File: src/rtl/temp_sequencer.sv
`default_nettype none
// ============================================================================
//  Module   : temp_sequencer
//  Purpose  : Sequences one temperature evaluation per accepted start.
//             The module registers troom/tref/dt into an external comparison
//             datapath. After one settle cycle it samples the datapath flags.
//             It then drives the heater/cooler enables and enforces two
//             protections: a minimum on-time (dwell) and a dead band on
//             heat<->cool reversals.
//  Ports    : clk            - system clock, all state on rising edge
//             reset          - asynchronous, active-low reset
//             start          - evaluation request, sampled only while idle
//             troom/tref/dt  - room temp, reference, hysteresis band (7b)
//             datapath_in1..3- registered troom/tref/dt to the datapath
//             datapath_out   - flags: [0] too cold [1] too hot [2] in band
//                              [3] fault
//             h, c           - heater / cooler enables (registered)
//             busy, done     - evaluation in progress / completion pulse
//             held           - request suppressed by minimum on-time
//             err            - sticky fault, cleared by next accepted start
//  Revision : 1.0  initial release
// ============================================================================
module temp_sequencer #(
    parameter int MIN_ON = 8,   // minimum on-time in cycles, 1..255
    parameter int DEAD   = 2    // dead cycles on a reversal, 1..15
) (
    input  logic       clk,
    input  logic       reset,
    input  logic       start,
    input  logic [6:0] troom,
    input  logic [6:0] tref,
    input  logic [6:0] dt,
    output logic [6:0] datapath_in1,
    output logic [6:0] datapath_in2,
    output logic [6:0] datapath_in3,
    input  logic [3:0] datapath_out,
    output logic       h,
    output logic       c,
    output logic       busy,
    output logic       done,
    output logic       held,
    output logic       err
);

    typedef enum logic [2:0] {
        S_IDLE = 3'd0,
        S_LOAD = 3'd1,
        S_EVAL = 3'd2,
        S_DEAD = 3'd3,
        S_DONE = 3'd4
    } state_t;

    typedef enum logic [1:0] {
        M_OFF  = 2'd0,
        M_HEAT = 2'd1,
        M_COOL = 2'd2
    } mode_t;

    localparam logic [7:0] c_min_on  = 8'(MIN_ON);
    // The dead counter is loaded with DEAD-1 so that the DEAD state spans
    // exactly DEAD cycles, including the cycle in which it reaches zero.
    localparam logic [3:0] c_dead_m1 = 4'(DEAD - 1);

    state_t     state_q, state_d;
    mode_t      mode_q,  mode_d;
    mode_t      tgt_q,   tgt_d;      // destination mode held across DEAD
    logic [7:0] dwell_q, dwell_d;
    logic [3:0] dead_q,  dead_d;
    logic [6:0] din1_q,  din1_d;
    logic [6:0] din2_q,  din2_d;
    logic [6:0] din3_q,  din3_d;
    logic       h_q, h_d, c_q, c_d;
    logic       busy_q, busy_d, done_q, done_d;
    logic       held_q, held_d, err_q, err_d;

    mode_t      w_target;

    // Flag decode: too-cold wins over too-hot; in-band or no flag means off.
    always_comb begin
        w_target = M_OFF;
        if (datapath_out[0]) begin
            w_target = M_HEAT;
        end else if (datapath_out[1]) begin
            w_target = M_COOL;
        end
    end

    always_comb begin
        state_d = state_q;
        mode_d  = mode_q;
        tgt_d   = tgt_q;
        dead_d  = dead_q;
        din1_d  = din1_q;
        din2_d  = din2_q;
        din3_d  = din3_q;
        held_d  = held_q;
        err_d   = err_q;
        // Dwell runs freely in every state (including idle) and saturates.
        dwell_d = (dwell_q == 8'd0) ? 8'd0 : dwell_q - 8'd1;

        case (state_q)
            S_IDLE: begin
                if (start) begin
                    din1_d  = troom;
                    din2_d  = tref;
                    din3_d  = dt;
                    err_d   = 1'b0;
                    held_d  = 1'b0;
                    state_d = S_LOAD;
                end
            end
            S_LOAD: begin
                state_d = S_EVAL;
            end
            S_EVAL: begin
                state_d = S_DONE;
                if (datapath_out[3]) begin
                    // Fault overrides dwell protection.
                    mode_d = M_OFF;
                    err_d  = 1'b1;
                end else if (w_target == mode_q) begin
                    mode_d = mode_q;
                end else if ((mode_q != M_OFF) && (dwell_q != 8'd0)) begin
                    held_d = 1'b1;
                end else if ((mode_q == M_OFF) || (w_target == M_OFF)) begin
                    mode_d = w_target;
                end else begin
                    // Reversal: go through OFF for DEAD cycles first.
                    mode_d  = M_OFF;
                    tgt_d   = w_target;
                    dead_d  = c_dead_m1;
                    state_d = S_DEAD;
                end
            end
            S_DEAD: begin
                if (dead_q == 4'd0) begin
                    mode_d  = tgt_q;
                    state_d = S_DONE;
                end else begin
                    dead_d = dead_q - 4'd1;
                end
            end
            S_DONE: begin
                state_d = S_IDLE;
            end
            default: begin
                state_d = S_IDLE;
                mode_d  = M_OFF;
            end
        endcase

        // Any transition into HEAT or COOL restarts the minimum on-time.
        if ((mode_d != M_OFF) && (mode_d != mode_q)) begin
            dwell_d = c_min_on;
        end

        h_d    = (mode_d == M_HEAT);
        c_d    = (mode_d == M_COOL);
        busy_d = (state_d != S_IDLE);
        done_d = (state_d == S_DONE);
    end

    always_ff @(posedge clk or negedge reset) begin
        if (!reset) begin
            state_q <= S_IDLE;
            mode_q  <= M_OFF;
            tgt_q   <= M_OFF;
            dwell_q <= 8'd0;
            dead_q  <= 4'd0;
            din1_q  <= 7'd0;
            din2_q  <= 7'd0;
            din3_q  <= 7'd0;
            h_q     <= 1'b0;
            c_q     <= 1'b0;
            busy_q  <= 1'b0;
            done_q  <= 1'b0;
            held_q  <= 1'b0;
            err_q   <= 1'b0;
        end else begin
            state_q <= state_d;
            mode_q  <= mode_d;
            tgt_q   <= tgt_d;
            dwell_q <= dwell_d;
            dead_q  <= dead_d;
            din1_q  <= din1_d;
            din2_q  <= din2_d;
            din3_q  <= din3_d;
            h_q     <= h_d;
            c_q     <= c_d;
            busy_q  <= busy_d;
            done_q  <= done_d;
            held_q  <= held_d;
            err_q   <= err_d;
        end
    end

    assign datapath_in1 = din1_q;
    assign datapath_in2 = din2_q;
    assign datapath_in3 = din3_q;
    assign h            = h_q;
    assign c            = c_q;
    assign busy         = busy_q;
    assign done         = done_q;
    assign held         = held_q;
    assign err          = err_q;

endmodule
`default_nettype wire

File: config.mk
export PLATFORM = sky130hd
export DESIGN_NAME = temp_sequencer
export DESIGN_NICKNAME = d
export VERILOG_FILES = /design/src/rtl/temp_sequencer.sv
export SDC_FILE = /design/constraint.sdc
export NUM_CORES = 1
export LEC_CHECK = 0
export ABC_AREA = 1
export BUFFER_PORTS_ARGS = -buffer_cell sky130_fd_sc_hd__buf_2
export CORE_MARGIN = 2
export CORE_UTILIZATION = 35
export CTS_BUF_LIST = sky130_fd_sc_hd__clkbuf_16
export CTS_CLUSTER_DIAMETER = 50
export DETAILED_ROUTE_END_ITERATION = 16
export PLACE_DENSITY_LB_ADDON = 0.15
export SLEW_MARGIN = 15
export SYNTH_ARGS = -nofsm -noshare
export SYNTH_HDL_FRONTEND = slang
export SYNTH_SLANG_ARGS = --single-unit
File: constraint.sdc
create_clock -name clk -period 5 [get_ports clk]
set_input_delay 0.25 -clock clk [delete_from_list [all_inputs] [get_ports clk]]
set_output_delay 0.25 -clock clk [all_outputs]
set_load 0.02 [all_outputs]
-- Word-level counts from Yosys, hierarchy flattened
Index checks and enable logic that the tools add are counted.
- $add $sub $neg: 2
- equal/unequal tests: 17
- muxes and demuxes: 30
- bitwise operators: 4
- reduce and logical (&&, ||, !) cells: 20
- operators by type and width (kind ; count):
    4-bit 2-to-1 mux ; 5
    3-bit 2-to-1 mux ; 6
    8-bit 2-to-1 mux ; 2
    2-bit != test (second input constant) ; 8
    2-bit 2-to-1 mux ; 7
    3-bit one-hot mux with 4 select lines ; 1
    5-bit AND reduction ; 2
    8-bit logical NOT ; 1
    4-bit one-hot mux with 2 select lines ; 1
    2-bit nonzero test ; 4
    8-bit nonzero test ; 1
    8-bit by 1-bit subtractor with 8-bit output (second input constant) ; 1
    3-bit by 2-bit == test with 1-bit output (second input constant) ; 2
    3-bit == test (second input constant) ; 2
    2-bit one-hot mux with 3 select lines ; 1
    6-bit AND reduction ; 1
    1-bit 2-to-1 mux ; 5
    2-bit logical NOT ; 2
    4-bit logical NOT ; 1
    1-bit inverter ; 4
    1-bit one-hot mux with 2 select lines ; 2
    4-bit by 1-bit subtractor with 4-bit output (second input constant) ; 1
    3-bit by 1-bit == test with 1-bit output (second input constant) ; 1
    3-bit logical NOT ; 1
    other kinds (10) ; 11
- register bits after elaboration: 46
- input bits: 28
- output and inout port bits: 27
- logic and storage cells: 87

-- Logic depth before layout (Yosys ltp)
Gate-level depths: netlist of run 1.
- depth in word-level cells: 12
- gate-level depth with buffers: 14
- depth with buffers taken out: 13

-- Worst setup path before layout of run 1
OpenSTA, ideal clock, no wires.
- path kind: flip-flop to flip-flop
- start: register dwell_q[0]
- end: register dwell_q[4]
- setup time: 116 ps
- arrival time: 1473 ps
- data required time: 4884 ps
- path slack: 3411 ps
- cell stages (with the launch flop): 14
- buffers on the path: 0
- clock period less this slack: 1589 ps
- cell sequence: dfrtp_1 -> inv_1 -> ha_1 -> nand2_1 -> nor2_4 -> nand2_2 -> nand2_1 -> nand2_1 -> nand2_2 -> nand3_1 -> nand2_2 -> nand2_4 -> nand2_8 -> nor2_2
- cells in the longest elaborated chain, start to end: 9
- elaborated cells on any way between the ends: 13
- classes of those cells: 1 x add/sub; 1 x eq/ne; 6 x mux; 5 x reduce/logical
- RTL lines (element ; RTL line ; RTL):
    start: declaration ; 67 ; logic [7:0] dwell_q, dwell_d;
    start signal: assignment ; 183 ; dwell_q <= dwell_d;
    8-bit nonzero test ; 123 ; end else if ((mode_q != M_OFF) && (dwell_q != 8'd0)) begin
    1-bit logical AND ; 123 ;
    2-bit 2-to-1 mux ; 123 ;
    2-bit 2-to-1 mux ; 121 ; end else if (w_target == mode_q) begin
    2-bit 2-to-1 mux ; 117 ; if (datapath_out[3]) begin
    2-bit one-hot mux with 3 select lines ; 101 ; case (state_q)
    2-bit != test or 2-bit nonzero test (tied branches) ; 153 ; if ((mode_d != M_OFF) && (mode_d != mode_q)) begin
    1-bit logical AND ; 153 ;
    8-bit 2-to-1 mux (*) ; 153 ;
    named net dwell_d[4] ; 67 ;
The timed path passes the listed nets; every way through them passes the cells marked *.
A chain may end at the register's enable or synchronous reset.

-- Worst setup path after layout of run 1
- start: register dwell_q[0]
- end: register dead_q[3]
- cells in the longest elaborated chain, start to end: 4
- RTL lines (element ; RTL line ; RTL):
    8-bit nonzero test ; 123 ;
    1-bit logical AND ; 123 ;
    2-bit != test (no line) ; n/a ;
    6-bit AND reduction (no line) ; n/a ;
    end signal: assignment ; 169 ; dead_q <= 4'd0;
    end signal: assignment ; 184 ; dead_q <= dead_d;
    end: declaration ; 68 ; logic [3:0] dead_q, dead_d;
Every way passes these cells.

==> results of run 1 <==
==> flip-flops by register name (all words and copies together) (netlist names) <==
signal        count
busy              1
tgt_q             2
dead_q            4
mode_q            2
dwell_q           8
datapath_in2      7
datapath_in1      7
done              1
state_q           3
datapath_in3      7
h                 1
err               1
c                 1
held              1
==> layout by cell type (no fill, tap or decap), types with 2 or more instances in the layout <==
master | netlist | layout
nor2_2 | 9 | 9
or2_2 | 4 | 4
ha_1 | 2 | 2
clkbuf_16 | 0 | 5
nand3b_1 | 2 | 2
nand2_4 | 3 | 3
o21ai_0 | 3 | 3
nand3_1 | 15 | 15
nand2_2 | 10 | 10
inv_2 | 6 | 6
buf_2 | 4 | 53
nor3_2 | 2 | 2
nor2_1 | 15 | 15
nand3_2 | 3 | 3
dfrtp_1 | 46 | 46
inv_1 | 18 | 18
nand2_1 | 92 | 92
o22ai_1 | 2 | 2
nor2_4 | 2 | 2
nor3_1 | 2 | 2
a21oi_1 | 4 | 4
a21oi_2 | 3 | 3
==> metal layers <==
metal / share of wire / global-route usage / vias to the layer above
li1: - / - / 897
met5: 0 / 0 / -
met3: 0.060 / 0.0437 / 6
met2: 0.46 / 0.235 / 48
met4: 0.017 / 0.0566 / 0
met1: 0.46 / 0.182 / 777
==> worst paths after layout <==
path                                               endpoint                         from  slack (ps)  cells past startpoint
worst max-delay path                  dead_q[3]$_DFFE_PN0P_         dwell_q[0]$_DFF_PN0_        3160                     10
worst min-delay path            datapath_in2[5]$_DFFE_PN0P_                        reset         140                      1
worst max register to register        dead_q[3]$_DFFE_PN0P_         dwell_q[0]$_DFF_PN0_        3160                     10
worst min register to register  datapath_in3[3]$_DFFE_PN0P_  datapath_in3[3]$_DFFE_PN0P_         480                      2
max in group asynchronous              dwell_q[3]$_DFF_PN0_                        reset        4220                      1
min in group clk                datapath_in3[3]$_DFFE_PN0P_                        dt[3]         150                      3
==> cell type report <==
| cell class | count | area, µm² | area share |
|---|---|---|---|
| Inverter | 24 | 90.1 | 0.0335 |
| Tap cell | 75 | 93.8 | 0.0349 |
| Multi-Input combinational cell | 180 | 923 | 0.343 |
| Clock buffer | 5 | 125 | 0.0465 |
| Timing Repair Buffer | 54 | 273 | 0.101 |
| Sequential cell | 46 | 1150 | 0.428 |
| Clock inverter | 2 | 33.8 | 0.0126 |
==> where the power goes <==
group	internal (W)	switching (W)	total [W]	leakage, nW
logic	0.000262	0.000474	0.000736	0.811
clock network	0.000231	0.000136	0.000367	0.0773
registers	0.000526	0.0000985	0.000624	0.571
total	0.00102	0.000708	0.00173	1.46
==> kinds of logic after synthesis <==
family | after synthesis | share of synthesized area
buf+inv | 30 | 0.0585
compound gates | 14 | 0.0403
xor+xnor | 1 | 0.00398
fa+ha+maj | 2 | 0.0114
flops | 46 | 0.522
simple gates | 163 | 0.363
==> cells in the mapped netlist, drive strengths merged <==
cell type	count	area share
a21oi	7	0.021
xor2	1	0.0040
buf	6	0.018
and3	1	0.0028
nor3	5	0.021
ha	2	0.011
inv	24	0.041
nor2	26	0.061
dfrtp	46	0.52
o31ai	1	0.0034
o22ai	2	0.0057
or2	4	0.011
o21bai	1	0.0034
nand2	106	0.21
o21ai	3	0.0068
nand3b	2	0.0068
nor4	1	0.0028
nand3	18	0.048
==> critical path, delay by kind of cell, from the launching register on <==
kind | cells | cell delay [ps]
fa+ha+maj | 1 | 270
buf+inv | 2 | 210
flops | 1 | 360
simple gates | 7 | 890
==> per-stage QoR <==
stage          std cells   util  area, µm²  total power, W  setup slack, ps
2_1_floorplan        256      -       2200         0.00117             3410
3_3_place_gp         379  0.423       2530         0.00136             3210
3_5_place_dp         379  0.423       2530         0.00137             3170
4_1_cts              386  0.449       2690         0.00175             3150
5_1_grt              386  0.449       2690         0.00187             2970
6_report             386  0.449       2690         0.00173             3160
==> Implementation_results.wiki, run 1 <==
{| class="wikitable"
! Metric !! Value
|-
| Num rows || 28
|-
| Depth of the CTS H-tree || 2
|-
| CP required || 5180 ps
|-
| First-pass GRT wire length || between 8000 and 9000 µm
|-
| Clock tree from TritonCTS || done
|-
| Antenna cell count || 0
|-
| Cells after Synth || ~260
|-
| Clock edge transition at the registers on the reported setup and hold paths || roughly 60 ps
|-
| Congestion Overflow GR || 0
|-
| Worst setup SP type || register
|-
| Worst-Margin Slew || between 1000 and 1500 ps
|-
| Total of fill cells in the finished design || roughly 580
|-
| Skew-Pair Late Insertion Delay || between 200 and 300 ps
|-
| Die Y || roughly 83 µm
|-
| Number of antenna violations at the first check in global routing || 0
|-
| Layout Area Growth over Synthesis || 22.1%
|-
| Global-route usage over all layers || 0.145
|-
| Post-layout net count || between 300 and 400
|-
| Num Clock Sinks || 46
|-
| Port-buffer cells || 53
|-
| Final setup skew || between 4 and 5 ps
|-
| Highest cell delay on the worst timing path || around 360 ps
|-
| Hold Slack || 141 ps
|-
| Standby leakage power || 1.46 nW
|-
| Seq/Total Area, Yosys || 0.522
|-
| Post-CTS Setup Inserts || 0
|-
| Critical path class || reg -> reg
|-
| Synthesized net count || ~290
|-
| Accumulated negative setup slack || 0 ps
|-
| Top Ports || 55
|-
| Headroom to the max-slew limit || 0.315
|-
| CTS Hold Bufs || 0
|-
| Final critical-path share of the clock period || 0.368
|-
| Via count of the first global-routing pass || approximately 1800
|-
| Detailed placer's ending HPWL || roughly 3100 µm
|-
| Residual DRC count || 0
|-
| Count of instances resized after the clock tree is built || 0
|-
| Synthesis Warnings || 0
|-
| Largest fanout on the critical path || 7
|-
| Total wirelength of the detailed-routed design || ~4600 µm
|-
| Upper clock frequency limit || around 540 MHz
|-
| Cell at the root of the clock tree || clkbuf_16
|-
| Mapped Avg Cell Area || between 8 and 9 µm²
|-
| Shortest period the worst path allows || ~1800 ps
|-
| Horizontal extent of the die || between 80 and 90 µm
|-
| Max Root-Sink Buffers || 2
|-
| Overall via count from detail_route || roughly 1700
|-
| Number of register bits inferred by synthesis || between 40 and 50
|-
| Outcome || finished clean
|-
| Power per cell area || 642 nW/µm²
|-
| Initial Util || 0.368
|-
| DR iter-0 viols || between 60 and 70
|-
| Critical path arrival || about 2000 ps
|-
| Slowest-stage cell, CP || dfrtp_1
|-
| Worst hold-check path type || in -> async
|-
| GPL Wtd Cong || 0.799
|-
| Synth unique cells || 30
|-
| Final routed wire length divided by cell count || 11.8 µm
|-
| Number of hold violations in the final report || 0
|-
| Die outline area || about 6900 µm²
|-
| DRT Pass-1 Iters || 4
|-
| Core Region || ~6000 µm²
|-
| Critical Path, Cell by Cell || inv_1 > ha_1 > nand2_1 > nor2_4 > inv_2 > nor2_2 > nand3_2 > nand2_4 > and3_1 > nor3_2
|-
| IR Drop Worst-Case VDD || between 0.2 and 0.25 mV
|-
| Setup Viol. Count Final || 0
|-
| Final antenna-violating net count || 0
|-
| Share of post-route cells with drive strength above 1 || 0.334
|-
| Max-cap violations || 0
|-
| Via/cell ratio || 4.48
|-
| Max-slew violations || 0
|-
| Crit end category || register
|-
| Maximum number of pins on one net before global-route repair || 47
|-
| Total CTS buffers || 5
|-
| Setup repair after global routing missed its margin || false
|-
| Post-Syn Area || roughly 2200 µm²
|}
Note: power is estimated with default switching activity, not from simulation.
==> run 2: changes to the inputs <==
==> constraint.sdc (replaced) <==
create_clock -name clk -period 1.7 [get_ports clk]
set_input_delay 0.085 -clock clk [delete_from_list [all_inputs] [get_ports clk]]
set_output_delay 0.085 -clock clk [all_outputs]
set_load 0.02 [all_outputs]
==> run 2 against run 1 <==
  * Final area grew 14%
  * Routed wire length rose by 7.8%
  * Via count is 9.7% higher
  * Power increased to 3.1 times the previous value
  * Combinational power grew to 3.3 times the previous value
  * Non-clock buffer count is 33 higher
  * Sequential cell count is the same
  * First-iteration DRC count decreased by 24%
  * Largest cell class unchanged
  * Critical path depth up 1
  * Sequential share of layout area fell by 5.0 points
  * Clock skew shrank 0.64 ps
  * Die area stayed put
  * Largest power group unchanged
==> Implementation_results.wiki, run 2 (synthesized netlist as in run 1, its figures left out) <==
{| class="wikitable"
! Metric !! Value
|-
| Setup Viol. Count Final || 0 (unchanged)
|-
| Via count of the first global-routing pass || 1863 (+1.4%)
|-
| Count of cell instances traversed by the critical path || 11 (+1)
|-
| Worst-Margin Slew || 299 ps (-728 ps)
|-
| Global-route usage over all layers || 0.149 (+0.00379)
|-
| Power per cell area || 1750 nW/µm² (+170%)
|-
| Overall via count from detail_route || 1895 (+9.7%)
|-
| Initial Util || 0.368 (unchanged)
|-
| Worst reg2reg path endpoint || dwell_q[7]$_DFF_PN0_
|-
| Top Ports || 55 (unchanged)
|-
| Layout Area Growth over Synthesis || 38.7%
|-
| Post-layout net count || 374 (+9.7%)
|-
| Finished Layout Cells || 420 (+8.8%)
|-
| Port-buffer cells || 53 (unchanged)
|-
| Setup repair after global routing missed its margin || true
|-
| Crit end category || register
|-
| Worst reg2reg path startpoint || dead_q[0]$_DFFE_PN0P_
|-
| Maximum number of pins on one net before global-route repair || 47 (unchanged)
|-
| IR Drop Worst-Case VDD || 0.873 mV (+250%)
|-
| Outcome || finished clean
|-
| Standby leakage power || 1.61 nW (+10%)
|-
| Number of flip-flops under the largest register name || 8 (unchanged)
|-
| DR iter-0 viols || 51 (-24%)
|-
| Worst setup SP type || register
|-
| Final critical-path share of the clock period || 0.953 (+0.585)
|-
| Upper clock frequency limit || 617 MHz (+14%)
|-
| Congestion Overflow GR || 0 (unchanged)
|-
| Highest cell delay on the worst timing path || 390 ps (+30 ps)
|-
| Total CTS buffers || 5 (unchanged)
|-
| Worst path bufs/invs || 1 (-1)
|-
| Final antenna-violating net count || 0 (unchanged)
|-
| Register containing the most flip-flops in the final layout || dwell_q
|-
| Worst hold-check path type || in -> reg
|-
| Skew-Pair Late Insertion Delay || 280 ps (about the same)
|-
| Max-slew violations || 0 (unchanged)
|-
| Number of cells in the design after placement || 388 (+2.4%)
|-
| DRT Pass-1 Iters || 4 (unchanged)
|-
| Share of post-route cells with drive strength above 1 || 0.371 (+0.0366)
|-
| Most frequent cells in the layout || nand2_1 (89), buf_2 (53), dfrtp_1 (44)
|-
| Largest fanout on the critical path || 7 (unchanged)
|-
| Num Clock Sinks || 46 (unchanged)
|-
| Total wirelength of the detailed-routed design || 4920 µm (+7.8%)
|-
| Clock tree from TritonCTS || done
|-
| Number of antenna violations at the first check in global routing || 0 (unchanged)
|-
| Clock edge transition at the registers on the reported setup and hold paths || 60 ps (about the same)
|-
| Capturing instance or port of the critical path || dwell_q[7]$_DFF_PN0_
|-
| Critical Path, Cell by Cell || inv_1 > ha_2 > nand2_2 > nand2_2 > nand2_2 > a21oi_4 > nand3_2 > nand2_2 > nand2_4 > nand2_8 > nor2_2
|-
| Category of cells accounting for the largest share of critical-path delay || simple AND/OR/NAND/NOR gates
|-
| Max Root-Sink Buffers || 2 (unchanged)
|-
| Count of cells along the worst register-to-register path || 11 (+1)
|-
| Number of hold violations in the final report || 0 (unchanged)
|-
| Critical path class || reg -> reg
|-
| Die Y || 83.3 µm (unchanged)
|-
| CP required || 1880 ps (-3300 ps)
|-
| Via/cell ratio || 4.51 (+0.79%)
|-
| Worst reg-to-reg setup slack || 80 ps (-3080 ps)
|-
| Cell at the root of the clock tree || clkbuf_16
|-
| Most common library cell in the layout ignoring fill and taps || nand2_1
|-
| Beginning of the critical path || dead_q[0]$_DFFE_PN0P_
|-
| Max-cap violations || 0 (unchanged)
|-
| Residual DRC count || 0 (unchanged)
|-
| Die outline area || 6950 µm² (unchanged)
|-
| Slowest-stage cell, CP || dfrtp_1
|-
| GPL Wtd Cong || 0.788 (-1.5%)
|-
| Final routed wire length divided by cell count || 11.7 µm (-0.95%)
|-
| Detailed placer's ending HPWL || 3150 µm (+0.28%)
|-
| Depth of the CTS H-tree || 2 (unchanged)
|-
| First-pass GRT wire length || 8490 µm (+3.8%)
|-
| Design Area, Final || 3060 µm² (+14%)
|-
| Antenna cell count || 0 (unchanged)
|-
| Headroom to the max-slew limit || 0.799 (+0.483)
|-
| CP most frequent cell || nand2_2
|-
| Instance area after placement || 2610 µm² (+3.2%)
|-
| Horizontal extent of the die || 83.3 µm (unchanged)
|-
| Num rows || 28 (unchanged)
|-
| Final setup skew || 3.94 ps (-0.636 ps)
|-
| Shortest period the worst path allows || 1620 ps (-220 ps)
|-
| Core Region || 5990 µm² (unchanged)
|-
| Critical path arrival || 1800 ps (-220 ps)
|}
-- run 2: cell types whose count changed in the layout (fill, tap and decap cells not counted), sizes merged --
| cell | change |
|---|---|
| dlygate4sd3 | +21 |
| clkinvlp | +1 |
| buf | +12 |
| inv | +1 |
| clkinv | -1 |
-- run 2: worst min path at each step --
| stage | startpoint | to | cells after the start |
|---|---|---|---|
| 2_1_floorplan | reset | busy$_DFF_PN0_ | 0 |
| 3_3_place_gp | reset | datapath_in2[5]$_DFFE_PN0P_ | 2 |
| 3_5_place_dp | reset | datapath_in2[5]$_DFFE_PN0P_ | 2 |
| 4_1_cts | troom[6] | datapath_in1[6]$_DFFE_PN0P_ | 3 |
| 5_1_grt | troom[6] | datapath_in1[6]$_DFFE_PN0P_ | 3 |
| 6_report | troom[6] | datapath_in1[6]$_DFFE_PN0P_ | 3 |
-- run 2: worst reg2reg max path: stages (launching register included) --
cell and delay, ps:
dfrtp_1 390, inv_1 100, ha_2 190, nand2_2 70, nand2_2 90, nand2_2 100
a21oi_4 190, nand3_2 100, nand2_2 80, nand2_4 70, nand2_8 100, nor2_2 50
-- run 2: routing by layer --
layer / GRT usage / vias up / wire [µm]
li1: - / 968 / -
met1: 0.189 / 870 / 2280
met2: 0.245 / 49 / 2300
met3: 0.0447 / 8 / 266
met4: 0.0447 / 0 / 72
met5: 0 / - / 0
-- run 2: report_power, final --
part,total (W),switching [W],internal (W)
Clock,0.00110,0.000412,0.000688
Combinational,0.00240,0.00147,0.000928
Sequential,0.00185,0.000299,0.00155
Total,0.00535,0.00218,0.00317
-- run 2: through the flow --
step | hold WS [ps] | power [W] | setup slack, ps | utilization | TNS (ps)
floorplan | -211 | 0.00344 | 111 | - | 0
global placement | 86.7 | 0.00408 | 80.4 | 0.436 | 0
detailed placement | 89.8 | 0.00411 | 32.7 | 0.436 | 0
CTS | 5.25 | 0.00529 | 1.94 | 0.500 | 0
global route | 41.6 | 0.00577 | -43.8 | 0.510 | -273
finish | 4.65 | 0.00535 | 79.3 | 0.510 | 0
-- run 2: repair_timing --
action | CTS | global route
hold buffers | 21 | 0
pin swaps | 0 | 5
gates resized for setup | 0 | 15
setup endpoints to repair | 1 | 11
endpoints found under the hold margin | 66 | 0
setup buffers | 1 | 2
-- run 2: final cells by class --
type                       count  area [µm²]
fill                         547        2940
sequential                    46        1150
multi-input combinational    180         966
timing repair buffer          87         586
clock buffer                   5         125
tap                           75        93.8
inverter                      24        90.1
clock inverter                 3        41.3
==> run 3: changes to the inputs <==
--- a/config.mk
+++ b/config.mk
@@ -12,6 +12,7 @@
 export CTS_BUF_LIST = sky130_fd_sc_hd__clkbuf_16
 export CTS_CLUSTER_DIAMETER = 50
 export DETAILED_ROUTE_END_ITERATION = 16
+export MAX_ROUTING_LAYER = met4
 export PLACE_DENSITY_LB_ADDON = 0.15
 export SLEW_MARGIN = 15
 export SYNTH_ARGS = -nofsm -noshare
==> run 3 against run 2 <==
  * Hold slack barely moved
  * Sequential cell count stayed put
  * Non-clock buffer count did not move
  * Power is essentially flat
  * Routed wire length hardly changed
  * Die area unchanged
  * Combinational power barely moved
  * Largest power group unchanged
==> Implementation_results.wiki, run 3 (synthesized netlist as in run 1, its figures left out) <==
{| class="wikitable"
! Metric !! Value
|-
| Num Clock Sinks || 46 (unchanged)
|-
| Area used by multi-input combinational logic || 966 µm² (unchanged)
|-
| Final core utilization || 0.510 (unchanged)
|-
| Setup repair after global routing missed its margin || true
|-
| Worst setup SP type || register
|-
| Post-layout net count || 374 (unchanged)
|-
| Critical path arrival || 1800 ps (about the same)
|-
| Upper clock frequency limit || 617 MHz (about the same)
|-
| CP required || 1880 ps (about the same)
|-
| Horizontal extent of the die || 83.3 µm (unchanged)
|-
| Global-route usage over all layers || 0.153 (+0.00426)
|-
| Number of cells in the design after placement || 388 (unchanged)
|-
| Outcome || finished clean
|-
| Standby leakage power || 1.61 nW (unchanged)
|-
| Antenna cell count || 0 (unchanged)
|-
| GPL Wtd Cong || 0.799 (+1.4%)
|-
| Shortest period the worst path allows || 1620 ps (-0.119 ps)
|-
| Worst reg-to-reg setup slack || 80 ps (about the same)
|-
| Final critical-path share of the clock period || 0.953 (about the same)
|-
| Top Ports || 55 (unchanged)
|-
| Total of fill cells in the finished design || 547 (unchanged)
|-
| DRT Pass-1 Iters || 4 (unchanged)
|-
| Number of hold violations in the final report || 0 (unchanged)
|-
| Port-buffer cells || 53 (unchanged)
|-
| Core Region || 5990 µm² (unchanged)
|-
| Max-cap violations || 0 (unchanged)
|-
| Total CTS buffers || 5 (unchanged)
|-
| Share of post-route cells with drive strength above 1 || 0.371 (unchanged)
|-
| Launch instance of the worst min-delay path || troom[6]
|-
| Most frequent cells in the layout || nand2_1 (89), buf_2 (53), dfrtp_1 (44)
|-
| Crit end category || register
|-
| Skew-Pair Late Insertion Delay || 280 ps (about the same)
|-
| IR Drop Worst-Case VDD || 0.874 mV (+0.20%)
|-
| Reg area || 1150 µm² (unchanged)
|-
| Residual DRC count || 0 (unchanged)
|-
| Worst reg2reg path endpoint || dwell_q[7]$_DFF_PN0_
|-
| Max-slew violations || 0 (unchanged)
|-
| Count of cells along the worst register-to-register path || 11 (unchanged)
|-
| Final routed wire length divided by cell count || 11.7 µm (about the same)
|-
| Clock tree from TritonCTS || done
|-
| Beginning of the critical path || dead_q[0]$_DFFE_PN0P_
|-
| Layout Area Growth over Synthesis || 38.7% (unchanged)
|-
| DR iter-0 viols || 62 (+22%)
|-
| Num rows || 28 (unchanged)
|-
| Max Root-Sink Buffers || 2 (unchanged)
|-
| Largest fanout on the critical path || 7 (unchanged)
|-
| Final setup skew || 3.86 ps (-0.0818 ps)
|-
| Detailed placer's ending HPWL || 3150 µm (unchanged)
|-
| Power Total || 0.00535 W (about the same)
|-
| Number of flip-flops under the largest register name || 8 (unchanged)
|-
| Worst-Margin Slew || 299 ps (unchanged)
|-
| Depth of the CTS H-tree || 2 (unchanged)
|-
| Power per cell area || 1750 nW/µm² (about the same)
|-
| Most common library cell in the layout ignoring fill and taps || nand2_1
|-
| Number of antenna violations at the first check in global routing || 0 (unchanged)
|-
| Final antenna-violating net count || 0 (unchanged)
|-
| Setup Viol. Count Final || 0 (unchanged)
|-
| Capturing instance or port of the critical path || dwell_q[7]$_DFF_PN0_
|-
| Headroom to the max-slew limit || 0.799 (unchanged)
|-
| Register containing the most flip-flops in the final layout || dwell_q
|-
| Via count of the first global-routing pass || 1863 (unchanged)
|-
| Finished Layout Cells || 420 (unchanged)
|-
| Worst hold-check path type || in -> reg
|-
| Maximum number of pins on one net before global-route repair || 47 (unchanged)
|-
| Die outline area || 6950 µm² (unchanged)
|-
| Initial Util || 0.368 (unchanged)
|-
| Die Y || 83.3 µm (unchanged)
|-
| Hold Slack || 4.82 ps (+0.169 ps)
|-
| Total wirelength of the detailed-routed design || 4930 µm (about the same)
|-
| First-pass GRT wire length || 8490 µm (unchanged)
|-
| Clock edge transition at the registers on the reported setup and hold paths || 60 ps (about the same)
|-
| Cell at the root of the clock tree || clkbuf_16
|-
| Overall via count from detail_route || 1893 (-0.11%)
|-
| Via/cell ratio || 4.51 (-0.11%)
|-
| Worst reg2reg path startpoint || dead_q[0]$_DFFE_PN0P_
|-
| Critical path class || reg -> reg
|-
| Congestion Overflow GR || 0 (unchanged)
|}
[run 3: cell counts in the layout (fill, tap and decap cells not counted)]
No cell type changed its count.
[run 3: worst min-delay path by stage]
stage	endpoint	slack, ps	depth (start not counted)
global route	datapath_in1[6]$_DFFE_PN0P_	40	3
global placement	datapath_in2[5]$_DFFE_PN0P_	90	2
detailed placement	datapath_in2[5]$_DFFE_PN0P_	90	2
CTS	datapath_in1[6]$_DFFE_PN0P_	5	3
floorplan	busy$_DFF_PN0_	-210	0
finish	datapath_in1[6]$_DFFE_PN0P_	5	3
[run 3: critical path: stages, from the launching register on]
cell,delay (ps)
dfrtp_1,390
inv_1,100
ha_2,190
nand2_2,70
nand2_2,90
nand2_2,100
a21oi_4,190
nand3_2,100
nand2_2,80
nand2_4,70
nand2_8,100
nor2_2,40
[run 3: report_power, final]
part / switching, W / internal [W]
Combinational: 0.00147 / 0.000928
Clock: 0.000412 / 0.000688
Sequential: 0.000299 / 0.00155
Total: 0.00218 / 0.00317
[run 3: timing repair]
action / 4_1_cts / 5_1_grt
hold buffers: 21 / 0
setup endpoints to repair: 1 / 11
gates cloned: 0 / 0
hold endpoints to repair: 66 / 0
setup buffers: 1 / 2
gates resized for setup: 0 / 15
pin swaps: 0 / 5
[run 3: cell type report]
cell class,instances,share of cell area
flip-flops and latches,46,0.378
multi-input cells,180,0.316
repair buffers,87,0.192
clock buffers,5,0.0410
well taps,75,0.0307
inverters,24,0.0295
clock inverters,3,0.0135
[run 3: routing by layer]
metal / part of all wire / track usage
met1: 0.47 / 0.195
met2: 0.47 / 0.245
met3: 0.042 / 0.0358
met4: 0.015 / 0.0447
met5: 0 / -
[run 3: per-stage QoR]
| step | TNS, ps | cell area, µm² | setup slack [ps] |
|---|---|---|---|
| 6_report | 0 | 3060 | 79.4 |
| 4_1_cts | 0 | 3000 | 1.94 |
| 3_5_place_dp | 0 | 2610 | 32.7 |
| 5_1_grt | -273 | 3060 | -43.8 |
| 3_3_place_gp | 0 | 2610 | 80.4 |
| 2_1_floorplan | 0 | 2200 | 111 |
